$ cat src/rtl/calc_cmd_issuer.sv
// Command FIFO plus Go/Op/Done initiator for one small_calculator.
// Issues one command at a time and returns each result on a valid/ready port.
module calc_cmd_issuer #(
  parameter int W         = 4,
  parameter int DEPTH     = 4,
  parameter int TIMEOUT   = 64,
  parameter int DRAIN_CYC = 8
) (
  input  logic         clk,
  input  logic         rst,
  input  logic         cmd_valid,
  output logic         cmd_ready,
  input  logic [1:0]   cmd_op,
  input  logic [W-1:0] cmd_a,
  input  logic [W-1:0] cmd_b,
  output logic         calc_go,
  output logic [1:0]   calc_op,
  output logic [W-1:0] calc_in1,
  output logic [W-1:0] calc_in2,
  input  logic         calc_done,
  input  logic [W-1:0] calc_out,
  output logic         res_valid,
  input  logic         res_ready,
  output logic [W-1:0] res_data,
  output logic [1:0]   res_op,
  output logic         res_timeout,
  output logic         busy
);

  localparam int AW   = $clog2(DEPTH);
  localparam int CW   = $clog2(DEPTH) + 1;
  localparam int CMAX = (TIMEOUT > DRAIN_CYC) ? TIMEOUT : DRAIN_CYC;
  localparam int TW   = $clog2(CMAX);
  localparam int EW   = 2 + 2 * W;

  typedef enum logic [2:0] {
    S_DRAIN,
    S_IDLE,
    S_ISSUE,
    S_WAIT,
    S_GAP
  } state_e;

  state_e state_q, state_d;

  logic [EW-1:0] mem_q [DEPTH];
  logic [AW-1:0] wptr_q, wptr_d;
  logic [AW-1:0] rptr_q, rptr_d;
  logic [CW-1:0] count_q, count_d;
  logic [TW-1:0] cnt_q, cnt_d;

  logic         go_q, go_d;
  logic [1:0]   op_q, op_d;
  logic [W-1:0] in1_q, in1_d;
  logic [W-1:0] in2_q, in2_d;
  logic         rv_q, rv_d;
  logic [W-1:0] rdata_q, rdata_d;
  logic [1:0]   rop_q, rop_d;
  logic         rto_q, rto_d;

  logic         full, empty, push, pop;
  logic [1:0]   head_op;
  logic [W-1:0] head_a, head_b;

  assign full  = (count_q == CW'(DEPTH));
  assign empty = (count_q == '0);
  assign cmd_ready = !full && (state_q != S_DRAIN);
  assign push  = cmd_valid && cmd_ready;
  assign pop   = (state_q == S_IDLE) && !empty && !rv_q;
  assign {head_op, head_a, head_b} = mem_q[rptr_q];

  assign wptr_d  = push ? wptr_q + AW'(1) : wptr_q;
  assign rptr_d  = pop ? rptr_q + AW'(1) : rptr_q;
  assign count_d = count_q + CW'(push) - CW'(pop);

  always_ff @(posedge clk) begin
    if (push) mem_q[wptr_q] <= {cmd_op, cmd_a, cmd_b};
  end

  always_ff @(posedge clk or posedge rst) begin
    if (rst) begin
      state_q <= S_DRAIN;
      wptr_q  <= '0;
      rptr_q  <= '0;
      count_q <= '0;
      cnt_q   <= '0;
      go_q    <= 1'b0;
      op_q    <= '0;
      in1_q   <= '0;
      in2_q   <= '0;
      rv_q    <= 1'b0;
      rdata_q <= '0;
      rop_q   <= '0;
      rto_q   <= 1'b0;
    end else begin
      state_q <= state_d;
      wptr_q  <= wptr_d;
      rptr_q  <= rptr_d;
      count_q <= count_d;
      cnt_q   <= cnt_d;
      go_q    <= go_d;
      op_q    <= op_d;
      in1_q   <= in1_d;
      in2_q   <= in2_d;
      rv_q    <= rv_d;
      rdata_q <= rdata_d;
      rop_q   <= rop_d;
      rto_q   <= rto_d;
    end
  end

  always_comb begin
    state_d = state_q;
    unique case (state_q)
      S_DRAIN:
        if (!calc_done && cnt_q == TW'(DRAIN_CYC - 1))
          state_d = S_IDLE;
      S_IDLE:
        if (pop) state_d = S_ISSUE;
      S_ISSUE:
        state_d = S_WAIT;
      S_WAIT:
        if (calc_done || cnt_q == TW'(TIMEOUT - 1))
          state_d = S_GAP;
      S_GAP:
        if (!calc_done) state_d = S_IDLE;
      default:
        state_d = S_DRAIN;
    endcase
  end

  always_comb begin
    cnt_d   = cnt_q;
    go_d    = 1'b0;
    op_d    = op_q;
    in1_d   = in1_q;
    in2_d   = in2_q;
    rv_d    = rv_q && !res_ready;
    rdata_d = rdata_q;
    rop_d   = rop_q;
    rto_d   = rto_q;
    unique case (state_q)
      S_DRAIN:
        cnt_d = calc_done ? '0 : cnt_q + TW'(1);
      S_IDLE:
        if (pop) begin
          go_d  = 1'b1;
          op_d  = head_op;
          in1_d = head_a;
          in2_d = head_b;
        end
      S_ISSUE:
        cnt_d = '0;
      S_WAIT:
        if (calc_done) begin
          rdata_d = calc_out;
          rop_d   = op_q;
          rto_d   = 1'b0;
          rv_d    = 1'b1;
        end else if (cnt_q == TW'(TIMEOUT - 1)) begin
          rdata_d = '0;
          rop_d   = op_q;
          rto_d   = 1'b1;
          rv_d    = 1'b1;
        end else begin
          cnt_d = cnt_q + TW'(1);
        end
      default: ;
    endcase
  end

  assign calc_go     = go_q;
  assign calc_op     = op_q;
  assign calc_in1    = in1_q;
  assign calc_in2    = in2_q;
  assign res_valid   = rv_q;
  assign res_data    = rdata_q;
  assign res_op      = rop_q;
  assign res_timeout = rto_q;
  // DRAIN is housekeeping after reset, so it keeps busy low with the other outputs.
  assign busy = ((state_q != S_IDLE) && (state_q != S_DRAIN)) || !empty;

endmodule

$ cat config.mk
export PLATFORM = sky130hd
export DESIGN_NAME = calc_cmd_issuer
export DESIGN_NICKNAME = d
export VERILOG_FILES = /design/src/rtl/calc_cmd_issuer.sv
export SDC_FILE = /design/constraint.sdc
export NUM_CORES = 1
export LEC_CHECK = 0
export ABC_AREA = 0
export CORE_MARGIN = 1
export CORE_UTILIZATION = 50
export DETAILED_ROUTE_END_ITERATION = 10
export DONT_BUFFER_PORTS = 1
export GPL_TIMING_DRIVEN = 0
export HOLD_SLACK_MARGIN = 0.02
export SLEW_MARGIN = 20
export SYNTH_ARGS = -nofsm -noshare
export SYNTH_HDL_FRONTEND = slang
export SYNTH_SLANG_ARGS = --single-unit
$ cat constraint.sdc
create_clock -name clk -period 3.98 [get_ports clk]
set_input_delay 0.796 -clock clk [delete_from_list [all_inputs] [get_ports clk]]
set_output_delay 0.796 -clock clk [all_outputs]
set_load 0.03 [all_outputs]
## Word level (Yosys, flattened, before mapping)

Memory sizes are Yosys's and may differ from the RTL's. A register that Yosys moved wholly into a read port is not among the register bits.
Index checks and enable logic that the tools add are counted.

| storage, ports and cells | value |
|---|---|
| output and inout bits | 21 |
| word-level logic and storage cells | 75 |
| memory bits (writable) | 40 |
| bits of input ports | 19 |
| memories kept | 1 |
| register bits | 25 |

Memories:

| memory | words | bits a word | read ports | clocked after Yosys merged registers in | wr ports | line | text |
|---|---|---|---|---|---|---|---|
| mem_q | 4 | 10 | 1 | 1 | 1 | 46 | `logic [EW-1:0] mem_q [DEPTH];` |

| cells by class | value |
|---|---|
| multiplexer cells | 22 |
| add/subtract/negate cells | 5 |
| equal/unequal tests | 14 |
| reduce and logical (&&, ||, !) cells | 23 |

Operators by type and width:

| cell | count |
|---|---|
| 6-bit two-way mux | 3 |
| 6-bit case mux with 3 select lines | 1 |
| 3-bit case mux with 5 select lines | 1 |
| 3-bit two-way mux | 4 |
| 2-bit != test (second input constant) | 6 |
| 1-bit two-way mux | 9 |
| 4-bit two-way mux | 2 |
| 1-bit logical AND | 7 |
| 6-bit by 1-bit adder with 6-bit output (second input constant) | 1 |
| 3-bit by 2-bit equality test with 1-bit output (second input constant) | 2 |
| 3-bit equality test (second input constant) | 2 |
| 6-bit by 3-bit equality test with 1-bit output (second input constant) | 1 |
| 6-bit equality test (second input constant) | 1 |
| 3-bit zero test | 2 |
| 3-bit nonzero test | 2 |
| 1-bit zero test | 5 |
| 2-bit by 1-bit adder with 2-bit output (second input constant) | 2 |
| 2-bit two-way mux | 2 |
| 2-bit AND reduction | 2 |
| 4-bit AND reduction | 1 |
| 3-bit by 1-bit adder with 3-bit output | 1 |
| 3-bit by 1-bit equality test with 1-bit output (second input constant) | 1 |
| 3-bit by 1-bit != test with 1-bit output (second input constant) | 1 |
| 3-bit AND reduction | 1 |
| 3 further kinds | 4 |

## Longest topological paths before layout

| logic depth | value |
|---|---|
| depth after elaboration | 6 |
| mapped depth | 11 |
| mapped depth without buffers | 10 |

## Least setup slack after synthesis

No wires, ideal clock.

| path | value |
|---|---|
| kind | flip-flop to flip-flop |
| from | register state_q[2] |
| to | register count_q[2] |
| setup slack | 1314 ps |
| stages on the path, launching flop included | 12 |
| clock period less this slack | 2666 ps |
| data required time | 3857 ps |
| library setup time | 123 ps |
| arrival | 2543 ps |
| buffers on the path | 1 |
| cell sequence | dfrtp_1 -> buf_2 -> nor3_1 -> a21oi_1 -> and2_1 -> inv_1 -> ha_1 -> inv_1 -> ha_1 -> fa_1 -> xnor2_1 -> xnor2_1 |

| on the way | value |
|---|---|
| word-level cells in the longest chain between the ends | 5 |
| elaborated cells on any way between the ends | 8 |
| classes of those cells | add/sub (2); eq/ne (1); reduce/logical (5) |

RTL lines:

| element | line | text |
|---|---|---|
| from (decl) | 44 | `state_e state_q, state_d;` |
| from (signal assigned) | 96 | `state_q <= state_d;` |
| 3-bit nonzero test | 67 | `assign cmd_ready = !full && (state_q != S_DRAIN);` |
| 1-bit logical AND | 67 |  |
| named net cmd_ready | 12 | `output logic cmd_ready,` |
| 1-bit logical AND | 68 | `assign push = cmd_valid && cmd_ready;` |
| 3-bit by 1-bit adder with 3-bit output | 74 | `assign count_d = count_q + CW'(push) - CW'(pop);` |
| 3-bit by 1-bit subtractor with 3-bit output | 74 |  |
| named net count_d[2] | 49 | `logic [CW-1:0] count_q, count_d;` |
| to (signal assigned) | 99 | `count_q <= count_d;` |
| to (decl) | 49 |  |

The timed path passes the listed nets, and every way through them passes these cells.
A chain may end at the register's enable or synchronous reset.

## Worst setup path in the final report

Same ends and word-level chain as after synthesis.

==> out/results.txt <==
TritonCTS Sinks = 75
gr usage total = 0.179
R2R setup slack = 1.06 ns
cts repair resizes = 0
combinational power share = 0.286
Overflow after GRT = 0
Die Area = 6540 um^2
final core utilization = 0.579
die height = 80.9 um
reg2reg start = state_q[2]$_DFFE_PP0P_
clock latency at the later pin of the worst-skew pair = 0.34 ns
non-filler cells, final = 287
# rows = 28
Worst Skew = 0.0110 ns
Final ANT Viol Nets = 0
vias in the first global route = 1730
Clock power frac = 0.240
Mapped Cells = 196
# setup viols final = 0
register area share after synthesis = 0.668
FMAX = 342 MHz
drt wl/cell = 18.1 um
CTS tree = built
top cell type's share of synthesized area = 0.386
diode count = 0
post-synthesis instance area = 3110 um^2
RD Place Congestion = 0.726
fin crit share = 0.735
largest net degree at the start of global routing = 36
top cells by area, synth = edfxtp_1 39%, dfrtp_1 28%, mux4_2 7.2%, mux2_2 2.9%, ha_1 2.8%
Synth area leader = edfxtp_1
final WL = 5200 um
first-pass GRT wire length = 8250 um
reg2reg end = count_q[2]$_DFF_PP0_
Max clock buf depth = 2
design area = 3450 um^2
Slew headroom = 0.387
post-CTS setup buffer count = 0
placed insts = 271
Placement Cell Area = 3200 um^2
total CTS buffers = 9
Worst-path clk slew = 0.08 ns
most numerous cell in the Yosys netlist = edfxtp_1
RSZ-0062 raised after global routing = false
Hold Crit Class = primary input to async pin
initial core utilization = 0.522
Peak VDD IR = 0.380 mV
Setup CP Type = register to register
switching share of power = 0.359
maxcap violations = 0
dpl hpwl = 3480 um
CTS H-tree depth = 3
clock root buffer = clkbuf_8
Ports = 40
Nets = 234
P per Cell Area = 854 nW/um^2
status = finished, final reports clean
P_sw = 1.06 mW
IO Port Bufs = 0
remaining routing DRC violations = 0
Die Span X = 80.9 um
part of the power in registers = 0.474
min Tclk post-route = 2.92 ns
via count = 1629
CP Launch Type = register
Crit path arrival time = 3.19 ns
Critical Path Fanout Max = 10
Internal = 1.89 mW
WP data required = 4.25 ns
syn avg cell area = 15.9 um^2
Post-synth EDFFs = 40
Worst Tran Pin Value = 0.919 ns
FF-to-FF path depth = 11
proportion of layout cells with a drive suffix above 1 = 0.208
most common flop cell mapped by yosys = edfxtp_1
critical path capture point type = register
max-slew violations = 0
Post-Syn Nets = 223
P_leak = 1.31 nW
Ys Warns = 0
async set-or-reset flop fraction in the synthesized netlist = 0.467
hold buffers post-CTS = 0
initial antenna violation count = 0
Via density = 5.68
Initial DRC Count = 98
register bit total from synthesis = 75
Fin. Hold Viols = 0
Fin Setup TNS = 0 ns
Synth cell types = 41
Area Overhead vs Synth = 10.9%
final hold slack = 0.461 ns
top cells by count, synth = 40 x edfxtp_1, 35 x dfrtp_1, 10 x inv_1, 10 x mux4_2, 10 x nand2_1
total iterations of the first detailed-routing run = 4
core region area = 5960 um^2
## flip-flops by register name, indices dropped and copies added (netlist names), 3 cells and up
signal,count
calc_in2,4
calc_in1,4
state_q,3
res_data,4
count_q,3
mem_q,40
cnt_q,6
## worst max-delay path: stages (launching register included)
cell	delay [ns]
dfrtp_1	0.32
buf_2	0.19
nor3_1	0.08
a21oi_1	0.72
and2_1	0.31
inv_1	0.06
ha_1	0.27
inv_1	0.04
ha_1	0.18
fa_1	0.38
xnor2_1	0.17
xnor2_1	0.14
## area by class of cell
type	count	area, um^2
clock inverter	7	123
multi-input combinational	104	953
inverter	10	37.5
buffer	7	41.3
tap	75	93.8
sequential	75	2080
fill	486	2510
clock buffer	9	124
## power by group through the flow
stage	Clock [mW]	Combinational [mW]	Sequential, mW
CTS	0.720	0.858	1.40
global route	0.749	0.953	1.43
detailed placement	0	0.852	1.42
floorplan	0	0.692	1.37
global placement	0	0.807	1.40
finish	0.706	0.843	1.40
## layout by cell type (no fill, tap or decap), types with 2 or more instances in the layout
cell type,netlist,routed
and3_1,5,5
nor2_1,6,6
edfxtp_1,40,40
nand2_1,10,10
nor3b_1,2,2
nor3_1,3,3
a31oi_1,2,2
inv_1,10,9
inv_6,0,2
mux2_2,8,8
o21ai_1,2,2
o21ai_0,4,4
ha_1,7,7
a21oi_1,5,5
mux2_1,5,5
nand3_1,3,3
mux4_2,10,10
clkbuf_8,0,9
nand2b_1,4,4
bufinv_16,0,3
xnor2_1,4,4
a211oi_1,2,2
buf_2,3,3
a22o_1,4,4
clkbuf_1,2,2
dfrtp_1,35,35
o31ai_1,3,3
## layer usage
metal | global-route usage | vias to the layer above | wire length, um
li1 | - | 754 | -
met1 | 0.217 | 820 | 2210
met2 | 0.292 | 44 | 2540
met3 | 0.0539 | 11 | 350
met4 | 0.0911 | 0 | 99
met5 | 0 | - | 0
## worst max-delay path by stage
| stage | from | end | slack, ns |
|---|---|---|---|
| 4_1_cts | state_q[2]$_DFFE_PP0P_ | count_q[2]$_DFF_PP0_ | 1.01 |
| 3_3_place_gp | state_q[2]$_DFFE_PP0P_ | count_q[2]$_DFF_PP0_ | 1.11 |
| 6_report | state_q[2]$_DFFE_PP0P_ | count_q[2]$_DFF_PP0_ | 1.06 |
| 3_5_place_dp | state_q[2]$_DFFE_PP0P_ | count_q[2]$_DFF_PP0_ | 1.02 |
| 2_1_floorplan | state_q[2]$_DFFE_PP0P_ | count_q[2]$_DFF_PP0_ | 1.31 |
| 5_1_grt | state_q[2]$_DFFE_PP0P_ | count_q[2]$_DFF_PP0_ | 0.83 |
## per-stage QoR
stage          power, mW  worst slack, ns
2_1_floorplan       2.06             1.31
3_3_place_gp        2.21             1.11
3_5_place_dp        2.27             1.02
4_1_cts             2.98             1.01
5_1_grt             3.13            0.828
6_report            2.95             1.06
## cell families (layout without fill, tap and decap cells)
| kind of cell | count (synthesis) | after routing | share of synthesized area |
|---|---|---|---|
| buf+inv | 17 | 33 | 0.0254 |
| simple gates | 41 | 41 | 0.0736 |
| xor+xnor | 5 | 5 | 0.0141 |
| fa+ha+maj | 8 | 8 | 0.0346 |
| mux | 23 | 23 | 0.120 |
| compound gates | 27 | 27 | 0.0648 |
| flops | 75 | 75 | 0.668 |
(Power assumes the default switching activity.)
